## src/rtl/riv_pchannel_if.sv

```systemverilog
// P-channel controller bundle: transaction request/response side plus the per-channel device wires.
// Handshake: a request transfers on a rising clk edge where req_valid and req_ready are both high;
// req_pstate/req_mask must be stable while req_valid is high. done_valid is a one-cycle result pulse.
interface riv_pchannel_if #(
  parameter int NUM_CH   = 4,
  parameter int PSTATE_W = 4
);
  logic                       req_valid;
  logic                       req_ready;
  logic [PSTATE_W-1:0]        req_pstate;
  logic [NUM_CH-1:0]          req_mask;
  logic                       done_valid;
  logic [NUM_CH-1:0]          done_accept;
  logic [NUM_CH-1:0]          done_deny;
  logic [NUM_CH-1:0]          done_timeout;
  logic                       proto_err;
  logic [NUM_CH*PSTATE_W-1:0] pstate;
  logic [NUM_CH-1:0]          preq;
  logic [NUM_CH-1:0]          paccept;
  logic [NUM_CH-1:0]          pdeny;
  logic [NUM_CH-1:0]          pactive;
  logic [NUM_CH-1:0]          wake_req;

  modport master (
    input  req_valid, req_pstate, req_mask, paccept, pdeny, pactive,
    output req_ready, done_valid, done_accept, done_deny, done_timeout,
           proto_err, pstate, preq, wake_req
  );

  modport slave (
    output req_valid, req_pstate, req_mask, paccept, pdeny, pactive,
    input  req_ready, done_valid, done_accept, done_deny, done_timeout,
           proto_err, pstate, preq, wake_req
  );
endinterface

```

## src/rtl/riv_pchannel_controller.sv

```systemverilog
// Multi-channel P-channel power controller: one PSTATE transition transaction at a time,
// with per-channel accept/deny/timeout bookkeeping, sticky protocol error and wake requests.
module riv_pchannel_controller #(
  parameter int                     NUM_CH      = 4,
  parameter int                     PSTATE_W    = 4,
  parameter logic [PSTATE_W-1:0]    PSTATE_RST  = '0,
  parameter int                     TIMEOUT_CYC = 1024
) (
  input  logic              clk,
  input  logic              rst,
  riv_pchannel_if.master    bus,
  output logic [2:0]        dbg_state
);

  localparam int CNT_W = $clog2(TIMEOUT_CYC + 1);

  typedef enum logic [2:0] {
    S_IDLE    = 3'd0,
    S_SETUP   = 3'd1,
    S_REQ     = 3'd2,
    S_RELEASE = 3'd3,
    S_DONE    = 3'd4
  } state_t;

  state_t                             state;
  logic                               ready_q;
  logic [NUM_CH-1:0]                  mask_q;
  logic [PSTATE_W-1:0]                target_q;
  logic [NUM_CH-1:0][PSTATE_W-1:0]    committed;
  logic [NUM_CH-1:0][PSTATE_W-1:0]    pstate_q;
  logic [NUM_CH-1:0]                  preq_q;
  logic [NUM_CH-1:0]                  acc_q;
  logic [NUM_CH-1:0]                  den_q;
  logic [NUM_CH-1:0]                  tmo_q;
  logic [CNT_W-1:0]                   cnt;
  logic                               done_valid_q;
  logic [NUM_CH-1:0]                  done_accept_q;
  logic [NUM_CH-1:0]                  done_deny_q;
  logic [NUM_CH-1:0]                  done_timeout_q;
  logic                               proto_err_q;
  logic [NUM_CH-1:0]                  wake_q;

  logic [NUM_CH-1:0] resp;
  logic [NUM_CH-1:0] hit;
  logic [NUM_CH-1:0] tmo_now;
  logic [NUM_CH-1:0] preq_nxt;
  logic [NUM_CH-1:0] in_window;
  logic [NUM_CH-1:0] nonrst;
  logic              timeout_hit;
  logic              proto_hit;

  // Only channels still holding PREQ can resolve; a response on the timeout cycle wins over the timeout.
  always_comb begin
    resp        = bus.paccept | bus.pdeny;
    hit         = (state == S_REQ) ? (preq_q & resp) : '0;
    timeout_hit = (state == S_REQ) && (cnt == CNT_W'(TIMEOUT_CYC - 1));
    tmo_now     = timeout_hit ? (preq_q & ~resp) : '0;
    preq_nxt    = timeout_hit ? '0 : (preq_q & ~resp);
    in_window   = ((state == S_REQ) || (state == S_RELEASE)) ? mask_q : '0;
    proto_hit   = (|(bus.paccept & bus.pdeny)) || (|(resp & ~in_window));
    nonrst      = '0;
    for (int c = 0; c < NUM_CH; c++) begin
      nonrst[c] = (committed[c] != PSTATE_RST);
    end
  end

  always_ff @(posedge clk) begin
    if (rst) begin
      state          <= S_IDLE;
      ready_q        <= 1'b1;
      mask_q         <= '0;
      target_q       <= '0;
      committed      <= {NUM_CH{PSTATE_RST}};
      pstate_q       <= {NUM_CH{PSTATE_RST}};
      preq_q         <= '0;
      acc_q          <= '0;
      den_q          <= '0;
      tmo_q          <= '0;
      cnt            <= '0;
      done_valid_q   <= 1'b0;
      done_accept_q  <= '0;
      done_deny_q    <= '0;
      done_timeout_q <= '0;
      proto_err_q    <= 1'b0;
      wake_q         <= '0;
    end else begin
      done_valid_q <= 1'b0;
      if (proto_hit) proto_err_q <= 1'b1;
      wake_q <= (state == S_IDLE) ? (bus.pactive & nonrst) : '0;

      case (state)
        S_IDLE: begin
          if (bus.req_valid && ready_q) begin
            mask_q   <= bus.req_mask;
            target_q <= bus.req_pstate;
            acc_q    <= '0;
            den_q    <= '0;
            tmo_q    <= '0;
            ready_q  <= 1'b0;
            if (bus.req_mask == '0) begin
              state          <= S_DONE;
              done_valid_q   <= 1'b1;
              done_accept_q  <= '0;
              done_deny_q    <= '0;
              done_timeout_q <= '0;
            end else begin
              // PSTATE is driven here so it is stable for the whole SETUP cycle before PREQ rises.
              state <= S_SETUP;
              for (int c = 0; c < NUM_CH; c++) begin
                if (bus.req_mask[c]) pstate_q[c] <= bus.req_pstate;
              end
            end
          end
        end

        S_SETUP: begin
          state  <= S_REQ;
          preq_q <= mask_q;
          cnt    <= '0;
        end

        S_REQ: begin
          preq_q <= preq_nxt;
          cnt    <= cnt + CNT_W'(1);
          acc_q  <= acc_q | (hit & bus.paccept & ~bus.pdeny);
          den_q  <= den_q | (hit & bus.pdeny);
          tmo_q  <= tmo_q | tmo_now;
          if (preq_nxt == '0) state <= S_RELEASE;
        end

        S_RELEASE: begin
          if ((resp & mask_q) == '0) begin
            state          <= S_DONE;
            done_valid_q   <= 1'b1;
            done_accept_q  <= acc_q;
            done_deny_q    <= den_q;
            done_timeout_q <= tmo_q;
            for (int c = 0; c < NUM_CH; c++) begin
              if (acc_q[c])       committed[c] <= target_q;
              else if (mask_q[c]) pstate_q[c]  <= committed[c];
            end
          end
        end

        S_DONE: begin
          state   <= S_IDLE;
          ready_q <= 1'b1;
        end

        default: begin
          state   <= S_IDLE;
          ready_q <= 1'b1;
        end
      endcase
    end
  end

  assign bus.req_ready    = ready_q;
  assign bus.done_valid   = done_valid_q;
  assign bus.done_accept  = done_accept_q;
  assign bus.done_deny    = done_deny_q;
  assign bus.done_timeout = done_timeout_q;
  assign bus.proto_err    = proto_err_q;
  assign bus.pstate       = pstate_q;
  assign bus.preq         = preq_q;
  assign bus.wake_req     = wake_q;
  assign dbg_state        = state;

endmodule

```

## src/flat_wrapper.sv

```systemverilog
// flat-port wrapper written by rule: the top's interface ports become plain ports
module riv_pchannel_controller_flat 
#(
  parameter int                     NUM_CH      = 4,
  parameter int                     PSTATE_W    = 4,
  parameter logic [PSTATE_W-1:0]    PSTATE_RST  = '0,
  parameter int                     TIMEOUT_CYC = 1024
)
  (clk, rst, dbg_state, bus_req_valid, bus_req_pstate, bus_req_mask, bus_paccept, bus_pdeny, bus_pactive, bus_req_ready, bus_done_valid, bus_done_accept, bus_done_deny, bus_done_timeout, bus_proto_err, bus_pstate, bus_preq, bus_wake_req);
  riv_pchannel_if #(.NUM_CH(NUM_CH), .PSTATE_W(PSTATE_W)) bus_i ();
  input  logic clk;
  input  logic rst;
  output logic [2:0] dbg_state;
  input wire logic [$bits(bus_i.req_valid)-1:0] bus_req_valid;
  input wire logic [$bits(bus_i.req_pstate)-1:0] bus_req_pstate;
  input wire logic [$bits(bus_i.req_mask)-1:0] bus_req_mask;
  input wire logic [$bits(bus_i.paccept)-1:0] bus_paccept;
  input wire logic [$bits(bus_i.pdeny)-1:0] bus_pdeny;
  input wire logic [$bits(bus_i.pactive)-1:0] bus_pactive;
  output wire logic [$bits(bus_i.req_ready)-1:0] bus_req_ready;
  output wire logic [$bits(bus_i.done_valid)-1:0] bus_done_valid;
  output wire logic [$bits(bus_i.done_accept)-1:0] bus_done_accept;
  output wire logic [$bits(bus_i.done_deny)-1:0] bus_done_deny;
  output wire logic [$bits(bus_i.done_timeout)-1:0] bus_done_timeout;
  output wire logic [$bits(bus_i.proto_err)-1:0] bus_proto_err;
  output wire logic [$bits(bus_i.pstate)-1:0] bus_pstate;
  output wire logic [$bits(bus_i.preq)-1:0] bus_preq;
  output wire logic [$bits(bus_i.wake_req)-1:0] bus_wake_req;
  assign bus_i.req_valid = bus_req_valid;
  assign bus_i.req_pstate = bus_req_pstate;
  assign bus_i.req_mask = bus_req_mask;
  assign bus_i.paccept = bus_paccept;
  assign bus_i.pdeny = bus_pdeny;
  assign bus_i.pactive = bus_pactive;
  assign bus_req_ready = bus_i.req_ready;
  assign bus_done_valid = bus_i.done_valid;
  assign bus_done_accept = bus_i.done_accept;
  assign bus_done_deny = bus_i.done_deny;
  assign bus_done_timeout = bus_i.done_timeout;
  assign bus_proto_err = bus_i.proto_err;
  assign bus_pstate = bus_i.pstate;
  assign bus_preq = bus_i.preq;
  assign bus_wake_req = bus_i.wake_req;
  riv_pchannel_controller #(.NUM_CH(NUM_CH), .PSTATE_W(PSTATE_W), .PSTATE_RST(PSTATE_RST), .TIMEOUT_CYC(TIMEOUT_CYC)) u_core (.clk(clk), .rst(rst), .bus(bus_i), .dbg_state(dbg_state));
endmodule
```

## config.mk

```make
export PLATFORM = sky130hd
export DESIGN_NAME = riv_pchannel_controller_flat
export DESIGN_NICKNAME = d
export VERILOG_FILES = /design/src/rtl/riv_pchannel_if.sv /design/src/rtl/riv_pchannel_controller.sv /design/src/flat_wrapper.sv
export SDC_FILE = /design/constraint.sdc
export NUM_CORES = 1
export LEC_CHECK = 0
export ABC_AREA = 1
export CORE_UTILIZATION = 35
export CTS_BUF_LIST = sky130_fd_sc_hd__clkbuf_4
export DETAILED_ROUTE_END_ITERATION = 8
export HOLD_SLACK_MARGIN = 0.03
export PLACE_DENSITY = 0.55
export SETUP_SLACK_MARGIN = 0.4
export SLEW_MARGIN = 10
export SYNTH_ARGS = -nofsm -noshare
export SYNTH_HDL_FRONTEND = slang
export SYNTH_SLANG_ARGS = --single-unit
```

## constraint.sdc

```tcl
create_clock -name clk -period 2.05 [get_ports clk]
set_clock_uncertainty 0.15 [all_clocks]
set_input_delay 0.205 -clock clk [delete_from_list [all_inputs] [get_ports clk]]
set_output_delay 0.205 -clock clk [all_outputs]
set_load 0.005 [all_outputs]
```

==> metrics.yaml, run 1 <==
run_status:
  outcome: "finished clean"
setup_path:
  slowest_stage: "dfxtp_4"
  critical_path.top_delay_family: "buffers and inverters"
  required_ps: 2280
  slowest_delay_ps: 400
  cp_num_cells: 10
  cp-start-kind: "register"
  worstSetupPathType: "reg2reg"
  crit_top_cell: "buf_6"
  r2r_slack_ps: 300
  crit_arrival_ps: 1990
  cp-end-kind: "register"
  crit_fanout: 7
  crit_path_end: "u_core.bus.preq[1]"
  r2r_end: "u_core.bus.preq[1]"
  cp-startpoint: "u_core.dbg_state[2]"
  crit_buf_inv: 6
  r2r-start: "u_core.dbg_state[2]"
  r2r_cells: 10
  path_cells: "nor2_4 -> buf_6 -> nand2_8 -> buf_6 -> inv_4 -> buf_8 -> clkbuf_2 -> buf_4 -> nand3_2 -> a21oi_2"
placement:
  port_buffers: 64
  place_hpwl_um: 8040
  dpl.cell_count: 772
  gp_congestion: 0.808
sta:
  setup-violations-final: 0
  fin_crit_sh: 0.855
  slew_viol_final: 0
  maxSlewHeadroom: 0.613
  tightest_slew_ps: 581
  period_minus_slack_ps: 1750
  rsz0062_at_grt: "yes"
  hold_viol: 0
  timing.fmax_mhz: 570
hold_path:
  hold_depth: 2
  hp-class: "in2reg"
synthesis:
  synth_cells: 557
  synth_common_cells: "nand2_1, dfxtp_1, a21oi_1"
  syn_avg_cell_area_um2: 7.16
  ys_ff_latch: 89
  synth_area_um2: 3990
  yosys.area.top_type: "dfxtp_1"
  yosys.cell_types.count: 34
  async_reset_ff_frac: 0
  synth_most_common_cell: "nand2_1"
  synth_edf_count: 0
  synth_nets: 581
  yosys-top-cells-area: "dfxtp_1, nand2_1, a21oi_1"
  ys.flop_type: "dfxtp_1"
  synth_top_cell_area_share: 0.447
  yosysWarnings: 0
  synth_seq_area_share: 0.447
power_and_ir_drop:
  swShare: 0.394
  p_switching_uw: 2930
  power.leakage_uw: 0.00264
  p_int_uw: 4510
  p_total_uw: 7440
  comb_power_share: 0.549
  seqPwrFrac: 0.299
  peakVddDrop_uv: 598
  powerDensity_nw_per_um2: 1180
  p_clk_frac: 0.152
drt:
  finalWirelength_um: 12700
  drt_iter0_drc: 186
  drt_pre_antenna_iters: 4
  drt-vias-per-instance: 5.05
  vias: 4275
  drc: 0
  wl_per_cell_um: 15.0
  ant_nets: 0
clock_network:
  clk_pin_slew_ps: 140
  htree_levels: 3
  cts-root-buf: "clkbuf_4"
  cts_made_buffers: 9
  clkLatencyLatePin_ps: 450
  hold_buffers: 0
  clock-sinks: 89
  cts_tree: "built"
  clock_path_buffers: 2
floorplanning:
  die_area_um2: 11800
  initial_core_util: 0.363
  pin_count: 65
  num_rows: 38
  placeableCoreArea_um2: 11000
  die_x_um: 109
  die_h_um: 109
final_layout:
  num-fill-cells: 1013
  multi_input_area_um2: 2360
  register_area_um2: 1850
  utilization: 0.576
  drive_gt1_frac: 0.395
  n_antenna_cell: 0
  syn_to_final_growth_pct: 58.7
  layout.cells.non_filler: 846
  fin_nets: 725
grt:
  grt_usage: 0.210
  grt_antenna_before_repair: 0
  grt_max_degree: 38
  overflow: 0
  grt_pass1_vias: 3942
  grt_pass1_wl_um: 19000
run:
  drv_cap: 0
-- cell usage in the layout, fill, tap and decap left out, drive strengths merged --
cell,synthesis,layout
o32ai,1,1
or2,1,1
nor3b,2,2
a21oi,78,78
bufinv,0,2
nand3b,1,1
o22ai,2,2
nor4,2,2
dfxtp,89,89
dlygate4sd2,0,38
buf,19,90
o21ai,45,45
o41ai,2,2
inv,56,57
nor2,50,50
a211oi,1,1
o31ai,1,1
clkdlybuf4s50,0,22
a221oi,1,1
clkbuf,7,14
ha,1,1
clkinvlp,0,1
o21bai,1,1
clkinv,0,2
nand4,24,24
dlymetal6s2s,0,4
nand3,43,43
o211ai,1,1
a22o,1,1
nand2,128,129
-- cell families (layout without fill, tap and decap cells) --
| family | after synthesis | after routing | synth area share |
|---|---|---|---|
| simple gates | 251 | 252 | 0.282 |
| flops | 89 | 89 | 0.447 |
| compound gates | 134 | 134 | 0.180 |
| buf+inv | 82 | 230 | 0.0885 |
| fa+ha+maj | 1 | 1 | 0.00314 |
-- worst min-delay path by stage --
stage                                startpoint                endpoint  slack (ps)
after detailed placement   u_core.bus.pstate[1]    u_core.bus.pstate[1]         310
final                            bus_pactive[2]  u_core.bus.wake_req[2]         170
after global routing             bus_pactive[3]  u_core.bus.wake_req[3]         170
after floorplan                  bus_pactive[0]  u_core.bus.wake_req[0]         180
after global placement    u_core.bus.pstate[12]   u_core.bus.pstate[12]         300
after CTS                        bus_pactive[2]  u_core.bus.wake_req[2]         150
-- registers in the layout (all words and copies together), names as in the netlist, 3 cells and up --
register / flops
u_core.tmo_q: 4
u_core.bus.done_accept: 4
u_core.cnt: 11
u_core.bus.done_deny: 4
u_core.committed: 16
u_core.dbg_state: 3
u_core.bus.pstate: 16
u_core.acc_q: 4
u_core.mask_q: 4
u_core.bus.preq: 4
u_core.target_q: 4
u_core.bus.done_timeout: 4
u_core.bus.wake_req: 4
u_core.den_q: 4
-- timing repair --
item | 4_1_cts | 5_1_grt
endpoints found under the setup margin | 111 | 71
setup buffers | 27 | 23
gates cloned | 4 | 4
resized for setup | 146 | 133
pin swaps | 19 | 40
-- power groups by stage --
stage	Clock (uW)	Combinational (uW)	Sequential, uW
3_5_place_dp	0	2410	2210
3_3_place_gp	0	2400	2210
2_1_floorplan	0	1410	2190
4_1_cts	1150	2960	2200
5_1_grt	1220	4390	2260
6_report	1130	4080	2230
-- final cells by class --
cell class / count / area share
well taps: 140 / 0.0277
clock buffers: 11 / 0.0130
multi-input cells: 387 / 0.374
repair buffers: 157 / 0.240
clock inverters: 5 / 0.0127
inverters: 56 / 0.0391
flip-flops and latches: 89 / 0.292
repair inverters: 1 / 0.00178
-- per-layer routing --
metal	routed length (um)	up-vias	global-route usage
li1	-	2164	-
met1	5490	1975	0.261
met2	6400	116	0.363
met3	556	20	0.0287
met4	278	0	0.0927
met5	0	-	0
-- per-stage QoR --
step | TNS [ps] | area, um2 | hold WS (ps) | setup slack (ps)
floorplan | 0 | 3990 | 175 | 427
finish | 0 | 6330 | 167 | 296
detailed placement | -98.4 | 4980 | 305 | -19.9
CTS | 0 | 5640 | 155 | 349
global placement | 0 | 4980 | 301 | 6.30
global route | 0 | 6330 | 167 | 250
No activity file was read; power rests on OpenSTA's default activity.
==> inputs of run 2 (changes only) <==
--- a/config.mk
+++ b/config.mk
@@ -8,6 +8,7 @@
 export ABC_AREA = 1
 export CORE_UTILIZATION = 35
 export CTS_BUF_LIST = sky130_fd_sc_hd__clkbuf_4
+export CTS_CLUSTER_SIZE = 10
 export DETAILED_ROUTE_END_ITERATION = 8
 export HOLD_SLACK_MARGIN = 0.03
 export PLACE_DENSITY = 0.55
==> results of run 2 <==
Final layout, timing and power as in run 1 (identical DEF).
